**config.mk**
```make
export PLATFORM = sky130hd
export DESIGN_NAME = dac_spi_receiver_flat
export DESIGN_NICKNAME = d
export VERILOG_FILES = /design/src/rtl/dac_spi_receiver_if.sv /design/src/rtl/dac_spi_receiver.sv /design/src/flat_wrapper.sv
export SDC_FILE = /design/constraint.sdc
export NUM_CORES = 1
export LEC_CHECK = 0
export CAP_MARGIN = 20
export CELL_PAD_IN_SITES_DETAIL_PLACEMENT = 0
export CELL_PAD_IN_SITES_GLOBAL_PLACEMENT = 1
export CORE_MARGIN = 2
export CORE_UTILIZATION = 55
export DETAILED_ROUTE_END_ITERATION = 6
export DONT_BUFFER_PORTS = 1
export MAX_ROUTING_LAYER = met4
export PLACE_DENSITY_LB_ADDON = 0.1
export SYNTH_ARGS = -nofsm -noshare
export SYNTH_HDL_FRONTEND = slang
export SYNTH_SLANG_ARGS = --single-unit
```
**constraint.sdc**
```tcl
create_clock -name clk25 -period 6.11 [get_ports clk25]
set_clock_uncertainty 0.2 [all_clocks]
set_input_delay 0.9165 -clock clk25 [delete_from_list [all_inputs] [get_ports clk25]]
set_output_delay 0.9165 -clock clk25 [all_outputs]
set_load 0.01 [all_outputs]
```
**src/rtl/dac_spi_receiver_if.sv**
```systemverilog
// Serial frame, decoded-field and register read-back signals of the DAC SPI receiver.
// The master side drives the serial line and read address; the slave side is the receiver.
interface dac_spi_receiver_if;
   logic        sdi;
   logic        cs;
   logic        frame_valid;
   logic [3:0]  cmd;
   logic [3:0]  addr;
   logic [15:0] value;
   logic        frame_error;
   logic        cmd_error;
   logic [7:0]  update_mask;
   logic [2:0]  rd_addr;
   logic [15:0] rd_input;
   logic [15:0] rd_dac;

   modport master (
      output sdi, cs, rd_addr,
      input  frame_valid, cmd, addr, value, frame_error, cmd_error, update_mask,
      input  rd_input, rd_dac
   );

   modport slave (
      input  sdi, cs, rd_addr,
      output frame_valid, cmd, addr, value, frame_error, cmd_error, update_mask,
      output rd_input, rd_dac
   );
endinterface

```
**src/rtl/dac_spi_receiver.sv**
```systemverilog
// 24-bit SPI command receiver driving 8 double-buffered DAC channels (input + DAC registers).
// Frames are {cmd[3:0], addr[3:0], value[15:0]}, MSB first, framed by active-low cs.
module dac_spi_receiver #(
   parameter logic [15:0] RESET_CODE = 16'h0000
) (
   input logic               clk25,
   input logic               reset,
   dac_spi_receiver_if.slave bus
);

   typedef enum logic [1:0] {StIdle, StShift, StOverrun} state_t;

   state_t      state_q, state_d;
   logic [4:0]  cnt_q, cnt_d;
   logic [23:0] shift_q, shift_d;
   logic        accept_q, accept_d;
   logic        frame_err_d;

   logic        frame_valid_q, frame_error_q, cmd_error_q;
   logic [7:0]  update_mask_q;
   logic [3:0]  cmd_q, addr_q;
   logic [15:0] value_q;
   logic [15:0] rd_input_q, rd_dac_q;

   logic [15:0] in_reg_q  [8];
   logic [15:0] in_reg_d  [8];
   logic [15:0] dac_reg_q [8];
   logic [15:0] dac_reg_d [8];

   logic [3:0]  f_cmd, f_addr;
   logic [15:0] f_val;
   logic [7:0]  sel;
   logic        addr_ok;
   logic        cmd_err_d;
   logic [7:0]  mask_d;

   // Serial framing: a full frame parks in StShift with cnt=24 until cs rises or a 25th bit lands.
   always_comb begin
      state_d     = state_q;
      cnt_d       = cnt_q;
      shift_d     = shift_q;
      accept_d    = 1'b0;
      frame_err_d = 1'b0;
      if (bus.cs) begin
         cnt_d   = '0;
         state_d = StIdle;
         if (state_q == StShift && cnt_q != 5'd0 && cnt_q < 5'd24) frame_err_d = 1'b1;
      end else begin
         unique case (state_q)
            StIdle: begin
               shift_d = {shift_q[22:0], bus.sdi};
               cnt_d   = 5'd1;
               state_d = StShift;
            end
            StShift: begin
               if (cnt_q == 5'd24) begin
                  state_d     = StOverrun;
                  frame_err_d = 1'b1;
               end else begin
                  shift_d  = {shift_q[22:0], bus.sdi};
                  cnt_d    = cnt_q + 5'd1;
                  accept_d = (cnt_q == 5'd23);
               end
            end
            StOverrun: state_d = StOverrun;
            default:   state_d = StIdle;
         endcase
      end
   end

   assign f_cmd   = shift_q[23:20];
   assign f_addr  = shift_q[19:16];
   assign f_val   = shift_q[15:0];
   assign addr_ok = (f_addr == 4'hF) || !f_addr[3];

   always_comb begin
      sel = '0;
      if (f_addr == 4'hF)  sel = '1;
      else if (!f_addr[3]) sel = 8'd1 << f_addr[2:0];
   end

   // Command execution; shift_q still holds the completed frame during the accept cycle.
   always_comb begin
      in_reg_d  = in_reg_q;
      dac_reg_d = dac_reg_q;
      mask_d    = '0;
      cmd_err_d = 1'b0;
      if (accept_q) begin
         if (f_cmd == 4'd4) begin
            for (int n = 0; n < 8; n++) begin
               in_reg_d[n]  = RESET_CODE;
               dac_reg_d[n] = RESET_CODE;
            end
            mask_d = '1;
         end else if (f_cmd[3:2] != 2'b00 || !addr_ok) begin
            cmd_err_d = 1'b1;
         end else begin
            for (int n = 0; n < 8; n++) begin
               if (sel[n]) begin
                  case (f_cmd[1:0])
                     2'd0: in_reg_d[n]  = f_val;
                     2'd1: dac_reg_d[n] = in_reg_q[n];
                     2'd2: in_reg_d[n]  = f_val;
                     2'd3: begin
                        in_reg_d[n]  = f_val;
                        dac_reg_d[n] = f_val;
                     end
                  endcase
               end
            end
            // cmd 2 transfers every channel, picking up the value just written.
            if (f_cmd[1:0] == 2'd2) begin
               for (int n = 0; n < 8; n++) dac_reg_d[n] = in_reg_d[n];
               mask_d = '1;
            end else if (f_cmd[0]) begin
               mask_d = sel;
            end
         end
      end
   end

   always_ff @(posedge clk25) begin
      if (reset) begin
         state_q       <= StIdle;
         cnt_q         <= '0;
         shift_q       <= '0;
         accept_q      <= 1'b0;
         frame_valid_q <= 1'b0;
         frame_error_q <= 1'b0;
         cmd_error_q   <= 1'b0;
         update_mask_q <= '0;
         cmd_q         <= '0;
         addr_q        <= '0;
         value_q       <= '0;
         rd_input_q    <= RESET_CODE;
         rd_dac_q      <= RESET_CODE;
         for (int n = 0; n < 8; n++) begin
            in_reg_q[n]  <= RESET_CODE;
            dac_reg_q[n] <= RESET_CODE;
         end
      end else begin
         state_q       <= state_d;
         cnt_q         <= cnt_d;
         shift_q       <= shift_d;
         accept_q      <= accept_d;
         frame_valid_q <= accept_q;
         frame_error_q <= frame_err_d;
         cmd_error_q   <= cmd_err_d;
         update_mask_q <= mask_d;
         if (accept_q) begin
            cmd_q   <= f_cmd;
            addr_q  <= f_addr;
            value_q <= f_val;
         end
         rd_input_q <= in_reg_q[bus.rd_addr];
         rd_dac_q   <= dac_reg_q[bus.rd_addr];
         in_reg_q   <= in_reg_d;
         dac_reg_q  <= dac_reg_d;
      end
   end

   assign bus.frame_valid = frame_valid_q;
   assign bus.frame_error = frame_error_q;
   assign bus.cmd_error   = cmd_error_q;
   assign bus.update_mask = update_mask_q;
   assign bus.cmd         = cmd_q;
   assign bus.addr        = addr_q;
   assign bus.value       = value_q;
   assign bus.rd_input    = rd_input_q;
   assign bus.rd_dac      = rd_dac_q;

endmodule

```
**src/flat_wrapper.sv**
```systemverilog
// flat-port wrapper written by rule: the top's interface ports become plain ports
module dac_spi_receiver_flat 
#(
   parameter logic [15:0] RESET_CODE = 16'h0000
)
  (clk25, reset, bus_sdi, bus_cs, bus_rd_addr, bus_frame_valid, bus_cmd, bus_addr, bus_value, bus_frame_error, bus_cmd_error, bus_update_mask, bus_rd_input, bus_rd_dac);
  dac_spi_receiver_if bus_i ();
  input logic clk25;
  input logic reset;
  input wire logic [$bits(bus_i.sdi)-1:0] bus_sdi;
  input wire logic [$bits(bus_i.cs)-1:0] bus_cs;
  input wire logic [$bits(bus_i.rd_addr)-1:0] bus_rd_addr;
  output wire logic [$bits(bus_i.frame_valid)-1:0] bus_frame_valid;
  output wire logic [$bits(bus_i.cmd)-1:0] bus_cmd;
  output wire logic [$bits(bus_i.addr)-1:0] bus_addr;
  output wire logic [$bits(bus_i.value)-1:0] bus_value;
  output wire logic [$bits(bus_i.frame_error)-1:0] bus_frame_error;
  output wire logic [$bits(bus_i.cmd_error)-1:0] bus_cmd_error;
  output wire logic [$bits(bus_i.update_mask)-1:0] bus_update_mask;
  output wire logic [$bits(bus_i.rd_input)-1:0] bus_rd_input;
  output wire logic [$bits(bus_i.rd_dac)-1:0] bus_rd_dac;
  assign bus_i.sdi = bus_sdi;
  assign bus_i.cs = bus_cs;
  assign bus_i.rd_addr = bus_rd_addr;
  assign bus_frame_valid = bus_i.frame_valid;
  assign bus_cmd = bus_i.cmd;
  assign bus_addr = bus_i.addr;
  assign bus_value = bus_i.value;
  assign bus_frame_error = bus_i.frame_error;
  assign bus_cmd_error = bus_i.cmd_error;
  assign bus_update_mask = bus_i.update_mask;
  assign bus_rd_input = bus_i.rd_input;
  assign bus_rd_dac = bus_i.rd_dac;
  dac_spi_receiver #(.RESET_CODE(RESET_CODE)) u_core (.clk25(clk25), .reset(reset), .bus(bus_i));
endmodule
```
Word-level counts from Yosys, hierarchy flattened
Index checks and enable logic that the tools add are counted.
{ "classes": {"n_addsub": 1, "order_cmp": 2, "eq_ne": 12, "shifts": 1, "muxes": 60, "bitwise_logic": 4, "reduce_logical": 36} }
{ "op_table": {"columns": ["operator", "count"], "rows": [
  ["2-to-1 mux 128 bit", 5],
  ["2-to-1 mux 16 bit", 28],
  ["case mux 16 bit (2 select lines)", 8],
  ["binary-select mux 16 bit (select 3 bit)", 2],
  ["2-to-1 mux 8 bit", 6],
  ["case mux 24 bit (2 select lines)", 1],
  ["AND reduction 4 bit", 8],
  ["2-to-1 mux 24 bit", 1],
  ["nonzero test 3 bit", 8],
  ["== test 5 bit, second input constant", 2],
  ["case mux 5 bit (2 select lines)", 1],
  ["left shift 1 x 3 -> 8 bit, first input constant", 1],
  ["== test 2 bit, second input constant", 3],
  ["case mux 2 bit (3 select lines)", 1],
  ["OR reduction 3 bit", 2],
  ["adder 5 x 1 -> 5 bit, second input constant", 1],
  ["less-than comparator 5 bit, second input constant", 1],
  ["2-to-1 mux 1 bit", 5],
  ["2-to-1 mux 5 bit", 1],
  ["nonzero test 5 bit", 1],
  ["== test 2 x 1 -> 1 bit, second input constant", 2],
  ["== test 4 x 3 -> 1 bit, second input constant", 1],
  ["== test 4 bit, second input constant", 1],
  ["greater-or-equal comparator 4 bit, second input constant", 1],
  ["15 further kinds", 25]
]} }
{ "totals": {"register_bits": 355, "in_bits": 7, "output_inout_bits": 67, "wordCells": 145} }

Longest topological paths before layout
{ "depth": {"ltp_word": 7, "depth_mapped": 9, "mapped_depth_nobuf": 7} }

Worst setup path after synthesis
OpenSTA, ideal clock, no wires.
{ "synth_path": {"path_kind": "in2reg", "startpoint": "input port bus_rd_addr[0]", "endpoint": "register u_core.rd_input_q[10], in the netlist u_core.bus.rd_input[10]", "arrival_time_ns": 2.295, "path_slack_ns": 3.487, "stages": 6, "path_cell_list": "buf_2 > buf_2 > clkbuf_1 > mux4_2 > mux2i_1 > nor2_1"} }
{ "synth_between": {"elab_chain_cells": 4} }
{ "synth_rtl": {"columns": ["item", "line_no", "source"], "rows": [
  ["start, declared", "flat_wrapper.sv:12", "input wire logic [$bits(bus_i.rd_addr)-1:0] bus_rd_addr;"],
  ["inverter 3 -> 4 bit (not written as such)", "dac_spi_receiver.sv:155", "rd_input_q <= in_reg_q[bus.rd_addr];"],
  ["binary-select mux 16 bit (select 3 bit)", "dac_spi_receiver.sv:155", null],
  ["2-to-1 mux 16 bit (not written as such) (2 in a row)", "dac_spi_receiver.sv:155", null],
  ["end signal, assigned", "dac_spi_receiver.sv:155", null],
  ["end, declared", "dac_spi_receiver.sv:23", "logic [15:0] rd_input_q, rd_dac_q;"]
]} }
Every way passes these cells. The select of a mux whose other input is x is not followed.
A chain may end at the register's enable or synchronous reset.

==> impl_metrics.csv <==
group,metric,value,unit
cts,post_cts_buffers,0,
pwr,peakVddDrop,0.000210,V
synthesis,syn_avg_cell_area,11.4,um2
floorplan,dieArea,0.0290,mm2
synthesis,muxShareOfSynthArea,19.0,%
cts,cts_tree,"done",
synthesis,synth_nets,1345,
synthesis,syn_inst,1334,
setup_path,arrival,3.87,ns
grt,groute.usage.overall,30.9,%
run_status,outcome,"finished clean",
setup_path,slowest_stage,"nor2_2",
sta,hold_viol_final,0,
drt,via_per_inst,6.84,
cts,cts_sinks,355,
setup_path,crit_chain,"inv_2 > buf_4 > nand2_1 > clkinv_1 > buf_4 > nand3_2 > nor2_2 > a22o_1",
pwr,p_clk_share,49.0,%
sta,setup_tns,0,ns
sta,fmax,277,MHz
pwr,p_int,0.00376,W
synthesis,yosysSeqAreaShare,46.8,%
synthesis,synth-simple-area-share,7.98,%
place,dp_hpwl,27.1,mm
cts,cts-root-buf,"clkbuf_16",
setup_path,critPathMaxStageDelay,0.69,ns
sta,whs,0.260,ns
pwr,p_seq_share,48.8,%
drt,drt_iter0_markers,1136,
sta,max-slew-margin-rel,26.1,%
hold_path,hold_path_class,"flop to flop",
drt,wl,43.2,mm
grt,grt_pass1_wl,66.0,mm
setup_path,required,6.37,ns
cts,clk_latency,0.53,ns
sta,rsz0062_at_grt,"false",
synthesis,synth_ff_type,"dfxtp_1",
synthesis,synth-async-reset-ratio,0,%
setup_path,cpMostUsedCell,"buf_4",
floorplan,start_util,56.2,%
final_layout,utilization,60.4,%
final_layout,finalNetCount,1267,
grt,grt_pass1_vias,10700,
setup_path,worstSetupPathType,"input port to flop",
cts,cts_max_path_buffers,3,
pwr,p_per_area,291,mW/mm2
sta,period_needed,3.61,ns
cts,cts-resized-gates,0,
place,numPortBuffers,0,
synthesis,synth-edff-count,0,
sta,maxSlewViolCount,0,
grt,grt_max_degree,89,
sta,setup_viol,0,
drt,vias,11100,
synthesis,synth_seq_cells,355,
setup_path,critPathCaptureType,"flop",
setup_path,cp_num_buf_inv,4,
floorplan,ios,74,
synthesis,synth_area,0.0152,mm2
floorplan,fp.dieW,170,um
final_layout,nFillCells,2220,
synthesis,synthAdderAreaFrac,0.329,%
place,globalplace.congestion,0.896,
synthesis,synth_xor_area_share,0.231,%
drt,wl_per_cell,26.7,um
synthesis,synth_top_family_by_area,"compound AO/OA/AOI/OAI gates",
drt,first_pass_iters,5,
setup_path,critPathTopFamily,"simple AND/OR/NAND/NOR gates",
grt,gr-total-overflow,0,
cts,htreeDepth,2,
drt,drtAntennaViolNets,0,
sta,worst_slew_pin_slew,1.11,ns
grt,antenna_found_initial,1,
cts,numCtsBuffers,39,
floorplan,die_height,170,um
pwr,netSwitchingPower,0.000990,W
cts,clk_pin_slew_worst_paths,0.06,ns
job,drv_cap,0,
floorplan,coreArea,0.0270,mm2
final_layout,ff_latch_area,0.00711,mm2
final_layout,drive_gt1_share,14.3,%
final_layout,syn2layout_area_growth,7.51,%
synthesis,synth_compound_area_share,20.9,%
setup_path,path_max_fanout,88,
cts,hold_buffers,0,
setup_path,start_kind,"input port",
synthesis,ys_warn_count,0,
pwr,leakagePower,6.00,nW
floorplan,num_rows,60,
synthesis,synth_cell_types,59,
pwr,swShare,20.8,%
pwr,combinationalPowerShare,2.1,%
final_layout,multi_input_area,0.00740,mm2
drt,drc_errors,0,
sta,post-route-period-util,59.1,%
-- logic make-up after synthesis --
| family | after synthesis |
|---|---|
| xor+xnor | 4 |
| compound gates | 380 |
| simple gates | 240 |
| buf+inv | 142 |
| fa+ha+maj | 4 |
| flops | 355 |
| mux | 209 |
-- per-stage QoR --
stage               worst slack (ns)  total power [W]  area (um2)  std cells
floorplan                       3.49          0.00248       15200       1334
global placement                2.11          0.00247       15100       1556
detailed placement              2.06          0.00247       15100       1556
CTS                             2.59          0.00478       16300       1621
global route                    2.35          0.00486       16300       1622
finish                          2.50          0.00475       16300       1622
-- state kept, by name, indices dropped and copies added (netlist names), 2 cells and up --
name                    flops
u_core.bus.addr             4
u_core.shift_q             24
u_core.dac_reg_q          128
u_core.state_q              2
u_core.bus.value           16
u_core.in_reg_q           128
u_core.cnt_q                5
u_core.bus.cmd              4
u_core.bus.update_mask      8
u_core.bus.rd_input        16
u_core.bus.rd_dac          16
-- cells in the mapped netlist (all sizes together) (5+ instances only) --
| master | count | area, um2 |
|---|---|---|
| dfxtp | 355 | 7110 |
| mux2i | 145 | 1450 |
| nor2 | 111 | 437 |
| a22o | 96 | 841 |
| buf | 81 | 490 |
| o2bb2ai | 80 | 701 |
| a22oi | 64 | 480 |
| mux4 | 64 | 1440 |
| nand3 | 58 | 300 |
| clkbuf | 53 | 199 |
| o31ai | 48 | 360 |
| a32o | 32 | 320 |
| o21ai | 23 | 213 |
| a21oi | 20 | 100 |
| nand2 | 18 | 75.1 |
| and2 | 17 | 109 |
| inv | 7 | 26.3 |
| or3 | 7 | 43.8 |
| and3 | 5 | 31.3 |
| nor4b | 5 | 56.3 |
-- worst register-to-register path, cell delays in order, from the launching register on --
cell	delay, ns
dfxtp_1	0.71
and3_1	0.68
a211o_1	0.79
nand2_2	0.51
a22oi_1	0.40
o2bb2ai_1	0.11
-- power by group through the flow --
stage                     logic [W]  registers, W  clock network, W
after floorplan            0.000111       0.00237                 0
after global placement     0.000101       0.00237                 0
after detailed placement   0.000102       0.00237                 0
after CTS                  0.000102       0.00232           0.00235
after global routing       0.000106       0.00232           0.00243
final                      0.000101       0.00232           0.00233
-- cell type report --
type	count	share of cell area (%)
diodes	1	0.0153
inverters	8	0.184
repair buffers	15	0.689
clock buffers	56	6.93
clock inverters	9	0.766
flip-flops and latches	355	43.5
multi-input cells	837	45.3
well taps	341	2.61
-- layer usage --
layer,up-vias,part of all wire (%),track usage [%]
met1,5580,44,43.1
li1,4983,-,-
met2,449,45,45.9
met5,-,0,-
met4,0,2.8,9.25
met3,81,8.2,5.84
-- layout by cell type, fill, tap and decap left out, drive strengths merged, types with 5 or more instances in the layout --
cell type  count
nand3         58
o2bb2ai       80
a22oi         64
nor2         111
clkinv         5
o31ai         48
and3           5
or3            7
o21ai         23
dfxtp        355
a21oi         20
inv            7
a32o          32
clkbuf        56
nor4b          5
mux2i        145
nand2         18
mux4          64
a22o          96
buf           15
and2          17
-- path summary, 6_finish.rpt --
check,start,to,slack (ns),cells past startpoint
setup / recovery,reset,u_core.in_reg_q[84],2.50,8
setup reg to reg,u_core.shift_q[16],u_core.dac_reg_q[111],2.56,5
hold / removal,u_core.dac_reg_q[89],u_core.dac_reg_q[89],0.26,1
hold reg to reg,u_core.dac_reg_q[89],u_core.dac_reg_q[89],0.26,1
No activity file was read; power rests on OpenSTA's default activity.
